File: src/rtl/blk_mem_arbiter_pkg.sv
// Shared types and constants for the block-memory arbiter.
//   state_e   : arbiter FSM states (IDLE, BUSY, DONE)
//   owner_e   : which cache side owns the current transfer
//   cnt_width : width of the watchdog counter for a given timeout
package blk_mem_arbiter_pkg;

  localparam int ADDR_W_DEF = 32;
  localparam int BLK_W_DEF  = 256;

  typedef enum logic [1:0] {
    IDLE = 2'd0,
    BUSY = 2'd1,
    DONE = 2'd2
  } state_e;

  typedef enum logic {
    OWN_I = 1'b0,
    OWN_D = 1'b1
  } owner_e;

  // ceil(log2(timeout+1)), never narrower than one bit so a disabled
  // watchdog (timeout = 0) still has a legal counter width.
  function automatic int cnt_width(input int timeout);
    return (timeout < 1) ? 1 : $clog2(timeout + 1);
  endfunction

endpackage

File: src/rtl/blk_mem_arbiter_if.sv
// Bundle of the cache-side handshakes, the memory block port and the
// pipeline status outputs of the block-memory arbiter.
//   master : arbiter view (drives done/rdata, mem_*, FREEZE, err)
//   slave  : environment view (caches + memory + pipeline)
interface blk_mem_arbiter_if
  import blk_mem_arbiter_pkg::*;
#(
  parameter int ADDR_W = ADDR_W_DEF,
  parameter int BLK_W  = BLK_W_DEF
);
  logic              i_req;
  logic [ADDR_W-1:0] i_addr;
  logic              i_done;
  logic [BLK_W-1:0]  i_rdata;

  logic              d_req;
  logic              d_we;
  logic [ADDR_W-1:0] d_addr;
  logic [BLK_W-1:0]  d_wdata;
  logic              d_done;
  logic [BLK_W-1:0]  d_rdata;

  logic              mem_req;
  logic              mem_we;
  logic [ADDR_W-1:0] mem_addr;
  logic [BLK_W-1:0]  mem_wdata;
  logic              mem_ready;
  logic [BLK_W-1:0]  mem_rdata;

  logic              FREEZE;
  logic              err;

  modport master (
    input  i_req, i_addr, d_req, d_we, d_addr, d_wdata, mem_ready, mem_rdata,
    output i_done, i_rdata, d_done, d_rdata,
    output mem_req, mem_we, mem_addr, mem_wdata, FREEZE, err
  );

  modport slave (
    output i_req, i_addr, d_req, d_we, d_addr, d_wdata, mem_ready, mem_rdata,
    input  i_done, i_rdata, d_done, d_rdata,
    input  mem_req, mem_we, mem_addr, mem_wdata, FREEZE, err
  );

endinterface

File: src/rtl/blk_mem_arbiter_watchdog.sv
// Saturating cycle counter that flags when a memory transfer has waited
// limit_i cycles.
//   clk, rst  : clock, synchronous active-high reset
//   clear_i   : return the counter to zero
//   count_i   : advance the counter by one this cycle
//   limit_i   : timeout in cycles, 0 disables expiry
//   expired_o : counter has reached limit_i-1
module arb_watchdog #(
  parameter int CNT_W = 7
) (
  input  logic             clk,
  input  logic             rst,
  input  logic             clear_i,
  input  logic             count_i,
  input  logic [CNT_W-1:0] limit_i,
  output logic             expired_o
);

  logic [CNT_W-1:0] cnt_q;

  always_ff @(posedge clk) begin
    if (rst || clear_i) begin
      cnt_q <= '0;
    end else if (count_i && (cnt_q != {CNT_W{1'b1}})) begin
      cnt_q <= cnt_q + CNT_W'(1);
    end
  end

  // Expiry fires on the cycle the count sits at limit-1, so the owner has
  // spent exactly limit BUSY cycles waiting when the FSM gives up.
  assign expired_o = (limit_i != '0) && (cnt_q == (limit_i - CNT_W'(1)));

endmodule

File: src/rtl/blk_mem_arbiter.sv
// Arbitrates the single 256-bit main-memory block port between I-cache
// miss reads and D-cache miss reads/write-backs, one transfer at a time.
//   CLK, RESET : clock, synchronous active-high reset
//   bus        : blk_mem_arbiter_if.master (cache handshakes, memory port,
//                FREEZE pipeline stall, sticky watchdog err)
module blk_mem_arbiter
  import blk_mem_arbiter_pkg::*;
#(
  parameter int ADDR_W  = ADDR_W_DEF,
  parameter int BLK_W   = BLK_W_DEF,
  parameter int TIMEOUT = 64
) (
  input  logic              CLK,
  input  logic              RESET,
  blk_mem_arbiter_if.master bus
);

  localparam int               CNT_W = cnt_width(TIMEOUT);
  localparam logic [CNT_W-1:0] LIMIT = CNT_W'(TIMEOUT);

  state_e            state_q;
  owner_e            owner_q;
  owner_e            last_grant_q;
  logic              mem_req_q;
  logic              mem_we_q;
  logic [ADDR_W-1:0] mem_addr_q;
  logic [BLK_W-1:0]  mem_wdata_q;
  logic              i_done_q;
  logic              d_done_q;
  logic [BLK_W-1:0]  i_rdata_q;
  logic [BLK_W-1:0]  d_rdata_q;
  logic              err_q;

  owner_e            grant_d;
  logic              grant_vld;
  logic              wd_expired;

  // Round-robin pick: on contention the side that did not win last time
  // gets the port, so each requester waits at most one transfer.
  always_comb begin
    grant_d   = OWN_I;
    grant_vld = 1'b0;
    if (bus.i_req && bus.d_req) begin
      grant_vld = 1'b1;
      grant_d   = (last_grant_q == OWN_I) ? OWN_D : OWN_I;
    end else if (bus.d_req) begin
      grant_vld = 1'b1;
      grant_d   = OWN_D;
    end else if (bus.i_req) begin
      grant_vld = 1'b1;
      grant_d   = OWN_I;
    end
  end

  arb_watchdog #(.CNT_W(CNT_W)) u_watchdog (
    .clk       (CLK),
    .rst       (RESET),
    .clear_i   (state_q == DONE),
    .count_i   ((state_q == BUSY) && !bus.mem_ready),
    .limit_i   (LIMIT),
    .expired_o (wd_expired)
  );

  always_ff @(posedge CLK) begin
    if (RESET) begin
      state_q      <= IDLE;
      owner_q      <= OWN_I;
      last_grant_q <= OWN_I;
      mem_req_q    <= 1'b0;
      mem_we_q     <= 1'b0;
      mem_addr_q   <= '0;
      mem_wdata_q  <= '0;
      i_done_q     <= 1'b0;
      d_done_q     <= 1'b0;
      i_rdata_q    <= '0;
      d_rdata_q    <= '0;
      err_q        <= 1'b0;
    end else begin
      i_done_q <= 1'b0;
      d_done_q <= 1'b0;
      case (state_q)
        IDLE: begin
          if (grant_vld) begin
            owner_q      <= grant_d;
            last_grant_q <= grant_d;
            mem_req_q    <= 1'b1;
            if (grant_d == OWN_D) begin
              mem_addr_q  <= bus.d_addr;
              mem_we_q    <= bus.d_we;
              mem_wdata_q <= bus.d_wdata;
            end else begin
              mem_addr_q  <= bus.i_addr;
              mem_we_q    <= 1'b0;
              mem_wdata_q <= '0;
            end
            state_q <= BUSY;
          end
        end
        BUSY: begin
          // mem_ready wins over an expiry landing on the same cycle.
          if (bus.mem_ready) begin
            mem_req_q <= 1'b0;
            if (owner_q == OWN_D) begin
              d_rdata_q <= bus.mem_rdata;
              d_done_q  <= 1'b1;
            end else begin
              i_rdata_q <= bus.mem_rdata;
              i_done_q  <= 1'b1;
            end
            state_q <= DONE;
          end else if (wd_expired) begin
            mem_req_q <= 1'b0;
            err_q     <= 1'b1;
            if (owner_q == OWN_D) begin
              d_rdata_q <= '0;
              d_done_q  <= 1'b1;
            end else begin
              i_rdata_q <= '0;
              i_done_q  <= 1'b1;
            end
            state_q <= DONE;
          end
        end
        DONE: begin
          state_q <= IDLE;
        end
        default: begin
          state_q <= IDLE;
        end
      endcase
    end
  end

  assign bus.mem_req   = mem_req_q;
  assign bus.mem_we    = mem_we_q;
  assign bus.mem_addr  = mem_addr_q;
  assign bus.mem_wdata = mem_wdata_q;
  assign bus.i_done    = i_done_q;
  assign bus.d_done    = d_done_q;
  assign bus.i_rdata   = i_rdata_q;
  assign bus.d_rdata   = d_rdata_q;
  assign bus.err       = err_q;

  // Combinational so the pipeline stalls in the very cycle a miss is raised.
  assign bus.FREEZE = bus.i_req | bus.d_req | (state_q != IDLE);

endmodule

File: src/flat_wrapper.sv
// flat-port wrapper written by rule: the top's interface ports become plain ports
module blk_mem_arbiter_flat import blk_mem_arbiter_pkg::*;
#(
  parameter int ADDR_W  = ADDR_W_DEF,
  parameter int BLK_W   = BLK_W_DEF,
  parameter int TIMEOUT = 64
)
  (CLK, RESET, bus_i_req, bus_i_addr, bus_d_req, bus_d_we, bus_d_addr, bus_d_wdata, bus_mem_ready, bus_mem_rdata, bus_i_done, bus_i_rdata, bus_d_done, bus_d_rdata, bus_mem_req, bus_mem_we, bus_mem_addr, bus_mem_wdata, bus_FREEZE, bus_err);
  blk_mem_arbiter_if #(.ADDR_W(ADDR_W), .BLK_W(BLK_W)) bus_i ();
  input  logic CLK;
  input  logic RESET;
  input wire logic [$bits(bus_i.i_req)-1:0] bus_i_req;
  input wire logic [$bits(bus_i.i_addr)-1:0] bus_i_addr;
  input wire logic [$bits(bus_i.d_req)-1:0] bus_d_req;
  input wire logic [$bits(bus_i.d_we)-1:0] bus_d_we;
  input wire logic [$bits(bus_i.d_addr)-1:0] bus_d_addr;
  input wire logic [$bits(bus_i.d_wdata)-1:0] bus_d_wdata;
  input wire logic [$bits(bus_i.mem_ready)-1:0] bus_mem_ready;
  input wire logic [$bits(bus_i.mem_rdata)-1:0] bus_mem_rdata;
  output wire logic [$bits(bus_i.i_done)-1:0] bus_i_done;
  output wire logic [$bits(bus_i.i_rdata)-1:0] bus_i_rdata;
  output wire logic [$bits(bus_i.d_done)-1:0] bus_d_done;
  output wire logic [$bits(bus_i.d_rdata)-1:0] bus_d_rdata;
  output wire logic [$bits(bus_i.mem_req)-1:0] bus_mem_req;
  output wire logic [$bits(bus_i.mem_we)-1:0] bus_mem_we;
  output wire logic [$bits(bus_i.mem_addr)-1:0] bus_mem_addr;
  output wire logic [$bits(bus_i.mem_wdata)-1:0] bus_mem_wdata;
  output wire logic [$bits(bus_i.FREEZE)-1:0] bus_FREEZE;
  output wire logic [$bits(bus_i.err)-1:0] bus_err;
  assign bus_i.i_req = bus_i_req;
  assign bus_i.i_addr = bus_i_addr;
  assign bus_i.d_req = bus_d_req;
  assign bus_i.d_we = bus_d_we;
  assign bus_i.d_addr = bus_d_addr;
  assign bus_i.d_wdata = bus_d_wdata;
  assign bus_i.mem_ready = bus_mem_ready;
  assign bus_i.mem_rdata = bus_mem_rdata;
  assign bus_i_done = bus_i.i_done;
  assign bus_i_rdata = bus_i.i_rdata;
  assign bus_d_done = bus_i.d_done;
  assign bus_d_rdata = bus_i.d_rdata;
  assign bus_mem_req = bus_i.mem_req;
  assign bus_mem_we = bus_i.mem_we;
  assign bus_mem_addr = bus_i.mem_addr;
  assign bus_mem_wdata = bus_i.mem_wdata;
  assign bus_FREEZE = bus_i.FREEZE;
  assign bus_err = bus_i.err;
  blk_mem_arbiter #(.ADDR_W(ADDR_W), .BLK_W(BLK_W), .TIMEOUT(TIMEOUT)) u_core (.CLK(CLK), .RESET(RESET), .bus(bus_i));
endmodule
File: config.mk
export PLATFORM = sky130hd
export DESIGN_NAME = blk_mem_arbiter_flat
export DESIGN_NICKNAME = d
export VERILOG_FILES = /design/src/rtl/blk_mem_arbiter_pkg.sv /design/src/rtl/blk_mem_arbiter_if.sv /design/src/rtl/blk_mem_arbiter_watchdog.sv /design/src/rtl/blk_mem_arbiter.sv /design/src/flat_wrapper.sv
export SDC_FILE = /design/constraint.sdc
export NUM_CORES = 1
export LEC_CHECK = 0
export ABC_AREA = 1
export CAP_MARGIN = 25
export CORE_AREA = 4 4 537 539
export DETAILED_ROUTE_END_ITERATION = 10
export DIE_AREA = 0 0 541 543
export GPL_TIMING_DRIVEN = 0
export PLACE_DENSITY = 0.42
export SYNTH_ARGS = -nofsm -noshare
export SYNTH_HDL_FRONTEND = slang
export SYNTH_SLANG_ARGS = --single-unit
export TNS_END_PERCENT = 50
File: constraint.sdc
create_clock -name CLK -period 2.5 [get_ports CLK]
set_clock_uncertainty 0.2 [all_clocks]
set_input_delay 0.5 -clock CLK [delete_from_list [all_inputs] [get_ports CLK]]
set_output_delay 0.5 -clock CLK [all_outputs]
set_load 0.03 [all_outputs]
; Yosys cells after proc, flatten, opt, wreduce, memory -nomap -nowiden
; Cells that the tools add are included.
[word_totals]
ff_bits = 815
output_inout_bits = 806
elab_cells = 70
[op_classes]
addsub = 1
eq_ne = 6
muxes = 30
n_bitwise = 5
n_reduce_logical = 16
[ops]
columns = cell, n
row1 = 2-to-1 mux 256 bit, 9
row2 = 2-to-1 mux 32 bit, 1
row3 = 2-to-1 mux 1 bit, 15
row4 = AND reduction 3 bit, 4
row5 = adder 7 x 1 -> 7 bit (second input constant), 1
row6 = == test 7 x 6 -> 1 bit (second input constant), 1
row7 = != test 7 bit (second input constant), 1
row8 = 2-to-1 mux 2 bit, 3
row9 = nonzero test 2 bit, 3
row10 = one-hot mux 2 bit (2 select lines), 1
row11 = AND reduction 2 bit, 2
row12 = logical AND 1 bit, 3
row13 = != test 3 bit (second input constant), 1
row14 = NOT 1 bit, 3
row15 = == test 2 x 1 -> 1 bit (second input constant), 1
row16 = == test 2 bit (second input constant), 1
row17 = logical NOT 2 bit, 1
row18 = != test 2 x 1 -> 1 bit (second input constant), 1
row19 = bitwise OR 1 bit, 2
row20 = one-hot mux 1 bit (2 select lines), 1
row21 = OR reduction 2 bit, 1
row22 = logical NOT 1 bit, 1
row23 = logical OR 1 bit, 1

; Logic depth before layout (Yosys ltp)
[depth]
word_depth = 5
ltp_mapped = 11
ltp_nobuf = 9

; Cells and area by module
; A second synthesis with hierarchy kept.
[unflattened]
cells_unflattened = 5541
area_unflattened_um2 = 35634.2
[modules_own_cells]
columns = mod, n_inst, cells_per_inst, area_per_inst_um2
row1 = blk_mem_arbiter, 1, 5437, 35012.3
row2 = arb_watchdog, 1, 104, 621.8

; Worst setup path before layout
; No wires, ideal clock.
[synth_timing]
path_type = register -> register
from = reg u_core.u_watchdog.cnt_q[0]
to = reg u_core.d_rdata_q[135] (netlist: u_core.bus.d_rdata[135])
arrival_time_ps = 1522
path_slack_ps = 664
path_stages_with_launch = 11
synth_period_minus_slack_ps = 1836
cell_sequence = dfxtp_1 ha_1 nand2_1 nor2_2 nand2_1 nand2_4 nand3_4 buf_2 clkbuf_1 nor2_1 nor2_1
[synth_via]
elab_chain_len = 3
[synth_rtl]
columns = item, line
row1 = "start, declared", blk_mem_arbiter_watchdog.sv:19  ; logic [CNT_W-1:0] cnt_q;
row2 = "start signal, assigned", blk_mem_arbiter_watchdog.sv:25  ; cnt_q <= cnt_q + CNT_W'(1);
row3 = == test 7 x 6 -> 1 bit, blk_mem_arbiter_watchdog.sv:31  ; assign expired_o = (limit_i != '0) && (cnt_q == (limit_i - CNT_W'(1)));
row4 = nonzero test 2 bit (no line), -
row5 = AND reduction 3 bit (no line), -
row6 = "end signal, assigned", blk_mem_arbiter.sv:104  ; d_rdata_q <= bus.mem_rdata;
row7 = "end, declared", blk_mem_arbiter.sv:31  ; logic [BLK_W-1:0] d_rdata_q;
; No other way between the ends.
; A chain may end at the register's enable or synchronous reset.

; Worst setup path after layout
[layout_timing]
from = reg u_core.i_rdata_q[128] (netlist: u_core.bus.i_rdata[128])
to = out bus_i_rdata[128]
[layout_rtl]
columns = item, line
row1 = "start, declared", blk_mem_arbiter.sv:30  ; logic [BLK_W-1:0] i_rdata_q;
row2 = "start signal, assigned", blk_mem_arbiter.sv:107  ; i_rdata_q <= bus.mem_rdata;
row3 = "end, declared", flat_wrapper.sv:21  ; output wire logic [$bits(bus_i.i_rdata)-1:0] bus_i_rdata;
; No word-level cell between the ends.

==> flow_summary.json <==
{
  "grt-busiest-layer": "met2",
  "synth_edf_count": 0,
  "drv_slew": 0,
  "use_met1_pct": 17.51,
  "pin_count": 1388,
  "power_mw": 39.60,
  "fin_util_pct": 21.29,
  "hold_class": "input pin to flip-flop",
  "via_count": 39600,
  "clockBufferDepth": 4,
  "synth_top_area_share_pct": 47.02,
  "crit_path_start_kind": "flip-flop",
  "syn_inst": 5350,
  "io_buffers": 1386,
  "setup_viol": 0,
  "ys_types": 22,
  "yosysTopAreaCell": "dfxtp_1",
  "grt_pass1_wl_um": 345300,
  "critical_path_required_ns": 1.80,
  "grt_pass1_vias": 38700,
  "dpl-instance-area_um2": 53490,
  "cap_violations": 0,
  "grt_max_degree": 20,
  "worstMarginPinSlew_ns": 1.041,
  "syn_to_final_growth_pct": 74.24,
  "path_delay_family": "buffers and inverters",
  "ctsHtreeMaxLevel": 3,
  "yosysSeqAreaShare_pct": 47.02,
  "viasPerCell": 3.632,
  "core-area_um2": 284000,
  "peakVddDrop_mv": 0.5721,
  "synthFlopType": "dfxtp_1",
  "cts.sinks": 815,
  "track_usage_pct": 17.21,
  "met2_usage_pct": 32.97,
  "gr-total-overflow": 0,
  "die_h_um": 543,
  "hold_ws_ns": 0.07053,
  "cp_slowest_stage_delay_ns": 0.69,
  "fmax_mhz": 401.1,
  "antenna_found_initial": 105,
  "syn_nets": 5933,
  "hold_violations": 0,
  "initial_core_util_pct": 12.22,
  "power.leakage_nw": 36.59,
  "path_cells": "clkdlybuf4s50_1",
  "relSlewSlack_pct": 30.61,
  "crit_path_max_fanout": 2,
  "reg2reg_depth": 8,
  "root_buffer": "clkbuf_16",
  "crit_cells": 1,
  "cts_buffers": 108,
  "fin_area_um2": 60460,
  "avgSynthCellArea_um2": 6.486,
  "drt-total-wl_um": 266200,
  "die_w_um": 541,
  "synth.area.top_cells": "dfxtp_1 (47%), nand2_1 (20%), inv_1 (8.9%)",
  "yosysWarningCount": 0,
  "fill_cells": 32160,
  "syn_area_um2": 34700,
  "async_flop_share_pct": 0,
  "crit_buf_inv": 1,
  "dp_hpwl_um": 226900,
  "period_share_pct": 99.74,
  "synth_commonest_cells": "nand2_1 (1882), inv_1 (822), dfxtp_1 (815), nor2_1 (794), a21oi_1 (264)",
  "antenna_left": 0,
  "ys_seq_elements": 815,
  "dr.pass1.iters": 5,
  "num-nets-final": 7593,
  "p_per_area_nw_per_um2": 655.0,
  "worstSetupEndpointType": "output port",
  "outcome": "complete, no violations",
  "dieArea_um2": 293800,
  "rsz0062_at_grt": "true",
  "drive_above_1_share_pct": 7.861,
  "gp_congestion": 0.9393,
  "hold_path_depth": 3,
  "drc": 0,
  "crit_path_top_delay_cell": "clkdlybuf4s50_1",
  "path_class": "flip-flop to output port",
  "std_cell_rows": 196,
  "synth.most_common_cell": "nand2_1",
  "drtIter0Drc": 2216,
  "grt_use_met3_pct": 5.073,
  "wire_per_inst_um": 24.42,
  "clk_pin_slew_ns": 0.06,
  "fin_crit_ns": 2.493,
  "insertion_delay_ns": 0.83,
  "tritoncts": "built",
  "worstPathArrival_ns": 1.79
}
## worst paths after layout
| path | start | end | slack, ns |
|---|---|---|---|
| worst max register to register | u_core.state_q[1]$_SDFFE_PP0P_ | u_core.bus.mem_wdata[90]$_SDFFE_PP0P_ | 0.04 |
| worst min register to register | u_core.bus.mem_wdata[255]$_SDFFE_PP0P_ | u_core.bus.mem_wdata[255]$_SDFFE_PP0P_ | 0.26 |
| worst max-delay path | u_core.bus.i_rdata[128]$_SDFFE_PP0P_ | bus_i_rdata[128] | 0.007 |
| worst min-delay path | bus_d_wdata[56] | u_core.bus.mem_wdata[56]$_SDFFE_PP0P_ | 0.07 |
## logic make-up (layout without fill, tap and decap cells)
group	after synthesis	count (layout)	share of synthesized area, %
other cells	0	42	0
buf+inv	1265	3013	14.31
simple gates	2936	2936	33.68
flops	815	815	47.02
fa+ha+maj	1	1	0.03605
compound gates	331	331	4.901
xor+xnor	2	2	0.05049
## routing by layer
metal,vias up,routed length [um]
li1,19310,-
met4,80,12570
met5,-,543
met2,1492,137900
met1,18290,96180
met3,432,19000
## cells in the final DEF (no fill, tap or decap), types with 7 or more instances in the layout
cell type        netlist  routed
buf_1                 30      27
buf_6                  5      15
nor2_1               794     788
clkbuf_16              0     110
nand2_1             1882    1875
clkdlybuf4s15_2        0      56
diode_2                0      42
nand4_1              251     251
a31oi_1               33      33
buf_12                 0       9
dlygate4sd3_1          0     148
clkinv_2               0      19
dfxtp_1              815     814
o21ai_0               33      33
inv_1                822     822
bufinv_16              0      14
clkdlybuf4s15_1        0      13
buf_8                  0       7
clkbuf_8               0      24
buf_2                144     117
dlymetal6s2s_1         0     565
a21oi_1              264     264
clkbuf_2               0      36
clkdlybuf4s50_1        0     580
inv_2                 86      86
clkbuf_1             176     161
dlygate4sd2_1          0     159
buf_4                  0      26
## metrics by stage
| step | instances | setup TNS [ns] | worst slack (ns) |
|---|---|---|---|
| 6_report | 10900 | 0 | 0.006608 |
| 5_1_grt | 10880 | -2.747 | -0.1355 |
| 4_1_cts | 10860 | -97.88 | -0.2432 |
| 3_5_place_dp | 10510 | -1053.62 | -1.937 |
| 3_3_place_gp | 10500 | -1160.23 | -2.745 |
| 2_1_floorplan | 5350 | 0 | 0.6644 |
## power breakdown
group          internal (mW)  switching (mW)  leakage, nW  total, mW
Clock                   10.2            6.69         1.85       16.9
Sequential              13.7           0.466         6.65       14.2
Combinational           2.96            5.55         28.1       8.52
## area by class of cell
class	instances	area, um2	area share (%)
Multi-Input combinational cell	3270	13500	22.33
Antenna cell	42	105.1	0.1738
Timing Repair Buffer	1552	16850	27.87
Inverter	910	3426	5.666
Sequential cell	815	16320	26.99
Clock inverter	45	631.9	1.045
Clock buffer	153	3144	5.201
Buffer	353	1778	2.941
Tap cell	3762	4707	7.786
## state kept, by name, indices dropped and copies added, names as in the netlist
| register | count |
|---|---|
| u_core.bus.mem_req | 1 |
| u_core.bus.d_done | 1 |
| u_core.bus.mem_we | 1 |
| u_core.bus.d_rdata | 256 |
| u_core.owner_q | 1 |
| u_core.bus.mem_wdata | 256 |
| u_core.state_q | 2 |
| u_core.bus.i_done | 1 |
| u_core.bus.i_rdata | 256 |
| u_core.bus.mem_addr | 32 |
| u_core.bus.err | 1 |
| u_core.u_watchdog.cnt_q | 7 |
## what timing repair did
| action | 4_1_cts | 5_1_grt |
|---|---|---|
| buffers inserted | 6 | 0 |
| gates cloned | 0 | 0 |
| pin swaps | 2 | 1 |
| gates resized for setup | 484 | 609 |
| setup endpoints to repair | 1614 | 1026 |
| hold buffers | 148 | 0 |
| endpoints found under the hold margin | 136 | 0 |
Note: power is estimated with default switching activity, not from simulation.
